===== src/rtl/univ_reg.sv =====
// Universal WIDTH-bit register: hold, load, shift, rotate and optional count, with carry and zero flags.
// Define UNIV_REG_COUNT_EN to enable increment/decrement; otherwise modes 110/111 act as hold.
module univ_reg #(
   parameter int unsigned          WIDTH     = 8,
   parameter logic [WIDTH-1:0]     RESET_VAL = {WIDTH{1'b0}}
) (
   input  logic             Clk,
   input  logic             Rst_n,
   input  logic             En,
   input  logic [2:0]       Mode,
   input  logic [WIDTH-1:0] D,
   input  logic             Sin,
   output logic [WIDTH-1:0] Q,
   output logic [WIDTH-1:0] Qn,
   output logic             Co,
   output logic             Zero
);

   typedef enum logic [2:0] {
      MODE_HOLD = 3'b000,
      MODE_LOAD = 3'b001,
      MODE_SHL  = 3'b010,
      MODE_SHR  = 3'b011,
      MODE_ROL  = 3'b100,
      MODE_ROR  = 3'b101,
      MODE_INC  = 3'b110,
      MODE_DEC  = 3'b111
   } mode_e;

   logic [WIDTH-1:0] q_q;
   logic [WIDTH-1:0] q_d;
   logic             co_q;
   logic             co_d;
   mode_e            mode_s;

`ifdef UNIV_REG_COUNT_EN
   // Carry/borrow is bit WIDTH of a WIDTH+1-bit sum or difference.
   logic [WIDTH:0]   inc_s;
   logic [WIDTH:0]   dec_s;

   // Counting datapath, shared by both count modes.
   always_comb begin
      inc_s = {1'b0, q_q} + {{WIDTH{1'b0}}, 1'b1};
      dec_s = {1'b0, q_q} - {{WIDTH{1'b0}}, 1'b1};
   end
`endif

   assign mode_s = mode_e'(Mode);

   // Next-state selection by mode; any unhandled mode holds.
   always_comb begin
      q_d  = q_q;
      co_d = co_q;
      if (En) begin
         case (mode_s)
            MODE_HOLD: begin
               q_d  = q_q;
               co_d = co_q;
            end
            MODE_LOAD: begin
               q_d  = D;
               co_d = 1'b0;
            end
            MODE_SHL: begin
               q_d  = {q_q[WIDTH-2:0], Sin};
               co_d = q_q[WIDTH-1];
            end
            MODE_SHR: begin
               q_d  = {Sin, q_q[WIDTH-1:1]};
               co_d = q_q[0];
            end
            MODE_ROL: begin
               q_d  = {q_q[WIDTH-2:0], q_q[WIDTH-1]};
               co_d = q_q[WIDTH-1];
            end
            MODE_ROR: begin
               q_d  = {q_q[0], q_q[WIDTH-1:1]};
               co_d = q_q[0];
            end
`ifdef UNIV_REG_COUNT_EN
            MODE_INC: begin
               q_d  = inc_s[WIDTH-1:0];
               co_d = inc_s[WIDTH];
            end
            MODE_DEC: begin
               q_d  = dec_s[WIDTH-1:0];
               co_d = dec_s[WIDTH];
            end
`endif
            default: begin
               q_d  = q_q;
               co_d = co_q;
            end
         endcase
      end else begin
         q_d  = q_q;
         co_d = co_q;
      end
   end

   // State register with asynchronous reset to RESET_VAL.
   always_ff @(posedge Clk or negedge Rst_n) begin
      if (!Rst_n) begin
         q_q  <= RESET_VAL;
         co_q <= 1'b0;
      end else begin
         q_q  <= q_d;
         co_q <= co_d;
      end
   end

   assign Q    = q_q;
   assign Co   = co_q;
   assign Qn   = ~q_q;
   assign Zero = (q_q == {WIDTH{1'b0}});

endmodule


===== config.mk =====
export PLATFORM = sky130hd
export DESIGN_NAME = univ_reg
export DESIGN_NICKNAME = d
export VERILOG_FILES = /design/src/rtl/univ_reg.sv
export SDC_FILE = /design/constraint.sdc
export NUM_CORES = 1
export LEC_CHECK = 0
export CORE_UTILIZATION = 42
export DETAILED_ROUTE_END_ITERATION = 16
export PLACE_DENSITY = 0.83
export SETUP_SLACK_MARGIN = 0.05
export SLEW_MARGIN = 20
export SYNTH_ARGS = -nofsm -noshare
export SYNTH_HDL_FRONTEND = slang
export SYNTH_SLANG_ARGS = --single-unit
export TNS_END_PERCENT = 10

===== constraint.sdc =====
create_clock -name Clk -period 2.09 [get_ports Clk]
set_input_delay 0.627 -clock Clk [delete_from_list [all_inputs] [get_ports Clk]]
set_output_delay 0.627 -clock Clk [all_outputs]
set_load 0.02 [all_outputs]

==> reports/metrics.cfg, run 1 <==
[global_routing]
grt_pass1_wl_um=3498
grt_pass1_vias=702
grt-ovfl-total=0
grt_use_total_pct=27.21
grt_start_max_net_pins=10
grt_antenna_before_repair=0

[status]
outcome=finished clean

[clock_tree]
cts_buffers=3
cts_tree=built
cts_root_buffer=clkbuf_4
clock_latency_ns=0.27
htreeDepth=1
cts_hold_buffers=0
postCtsSetupRepairBufs=0
cts.clk_slew.worst_paths_ns=0.07
clockBufferDepth=2
cts.sinks=9

[synth]
avgSynthCellArea_um2=10.18
ys_seq_area_share_pct=34.03
synth_area_leader_cell=dfrtp_1
syn-instance-count=65
syn_nets=80
synth_seq_cells=9
synth_area_leaders=dfrtp_1 (34%), mux2i_1 (21%), mux2_2 (15%), inv_1 (5.1%), nand4_1 (2.8%)
syn_area_um2=661.9
yosys.area.top_type_share_pct=34.03
synth_cell_types=18
yosys_warnings=0

[timing]
report.final.slew_viol_count=0
fmax_mhz=501.4
skew_ns=0.002680
worst_pin_slew_ns=0.4805
fin_crit_ns=1.994
hold_viol=0
fin_crit_sh_pct=95.42
setup_viol=0
rsz0062_at_grt=false
slew_headroom_pct=67.87

[worst_setup_path]
crit_required_ns=1.46
end_kind=primary output
crit_fanout=3
worst_setup_path_start_kind=flip-flop
timing.critical_path.buf_inv=2
crit_type=reg2out
crit_slowest_cell=clkdlybuf4s50_1
worstPathCellList=inv_1 > clkdlybuf4s50_1
worstPathArrival_ns=1.37
slowest_delay_ns=0.61
cp_top_family=buffers and inverters

[layout]
nFillCells=88
nets=127
antenna_cells=0
final_area_um2=1119
drive_gt1_share_pct=24.32
final_cell_mix=clkdlybuf4s50_1 (26), mux2i_1 (14), buf_4 (13)
finalCoreUtilization_pct=80.91
area_growth_pct=69.00
final_common_cell=clkdlybuf4s50_1

[routing]
num_vias=653
wire_per_inst_um=15.70
drc=0
antenna_left=0
dr.pass1.iters=4
drt-total-wl_um=1978
drt-initial-drc-count=28
via_per_inst=5.183

[floorplan]
die_y_um=41.70
core_um2=1383
initial_core_util_pct=47.87
num_rows=13
pin_count=33
die_w_um=41.70
die_area_um2=1738

[worst_hold_path]
hp-class=reg2reg

[placed_design]
io_buffer_count=32
gp_congestion=0.8406
dp_hpwl_um=1609
placed_area_um2=1081

[power]
power_leakage_nw=0.5549
powerDensity_nw_per_um2=930.1
ir_drop_mv=0.6752

[job]
drv_cap=0

-- what timing repair did --
item                       CTS  global route
pin swaps                    0             0
resized for setup            1             5
setup endpoints to repair    3             5
-- metal layers --
metal / wire length, um / global-route usage, % / vias up
li1: - / - / 324
met3: 48 / 6.957 / 4
met4: 29 / 10.97 / 0
met1: 885 / 35.00 / 313
met5: 0 / 0 / -
met2: 1015 / 43.44 / 12
-- per-stage QoR --
stage	hold WS [ns]	TNS (ns)	setup WS, ns	cells	total power [mW]
finish	0.5738	0	0.09568	126	1.040
global placement	0.5285	0	0.0007125	122	0.8885
detailed placement	0.5580	-0.4249	-0.06342	122	0.9046
floorplan	0.3314	0	0.3722	65	0.5766
CTS	0.5745	0	0.04163	126	1.055
global route	0.6011	0	0.05282	126	1.103
-- final timing paths --
path	endpoint	slack, ns	from	cells past startpoint
min in group asynchronous	Q[1]	0.68	Rst_n	1
setup / recovery	Qn[1]	0.1	Q[1]	2
hold / removal	Q[1]	0.57	Q[1]	2
hold reg to reg	Q[1]	0.57	Q[1]	2
setup reg to reg	Q[0]	0.86	Q[7]	4
max in group asynchronous	Q[2]	1.09	Rst_n	1
-- state kept, by name, indices dropped and copies added (netlist names) --
| name | cells |
|---|---|
| Co | 1 |
| Q | 8 |
-- power by group --
part | switching, mW | total, mW | internal [mW] | leakage, nW
clock | 0.0730 | 0.147 | 0.0741 | 0.0150
combinational | 0.309 | 0.628 | 0.319 | 0.436
sequential | 0.0399 | 0.265 | 0.225 | 0.104
total | 0.422 | 1.04 | 0.619 | 0.555
-- worst register-to-register path: stages (launching register included) --
cell and delay [ns]:
dfrtp_1 0.40, buf_4 0.16, mux2_2 0.25, o211ai_1 0.16, a31oi_1 0.11
-- synthesized netlist by cell type --
library cell	n
o211ai_1	2
buf_2	2
o21ai_0	1
mux2_2	9
a211o_1	2
buf_4	1
nand4_1	3
xor2_2	1
and2_1	1
inv_1	9
nand2b_1	2
mux2i_1	14
a21oi_1	2
or3_4	1
dfrtp_1	9
a31oi_1	2
nor2_1	3
a21boi_0	1
-- logic make-up after synthesis --
kind of cell | share of synthesized area, %
compound gates | 10.21
xor+xnor | 2.458
buf+inv | 7.751
flops | 34.03
mux | 36.48
simple gates | 9.074
-- final cells by class --
| type | count | area [um2] | share of cell area, % |
|---|---|---|---|
| clock buffers | 4 | 26.28 | 2.349 |
| well taps | 15 | 18.77 | 1.678 |
| multi-input cells | 44 | 385.4 | 34.45 |
| repair buffers | 45 | 429.2 | 38.37 |
| inverters | 9 | 33.78 | 3.020 |
| flip-flops and latches | 9 | 225.2 | 20.13 |
(Power assumes the default switching activity.)
==> inputs of run 2 (changes only) <==
--- a/config.mk
+++ b/config.mk
@@ -7,6 +7,7 @@
 export LEC_CHECK = 0
 export CORE_UTILIZATION = 42
 export DETAILED_ROUTE_END_ITERATION = 16
+export GPL_TIMING_DRIVEN = 1
 export PLACE_DENSITY = 0.83
 export SETUP_SLACK_MARGIN = 0.05
 export SLEW_MARGIN = 20
==> results of run 2 <==
The final DEF is identical to that of run 1; final timing and power are the same.
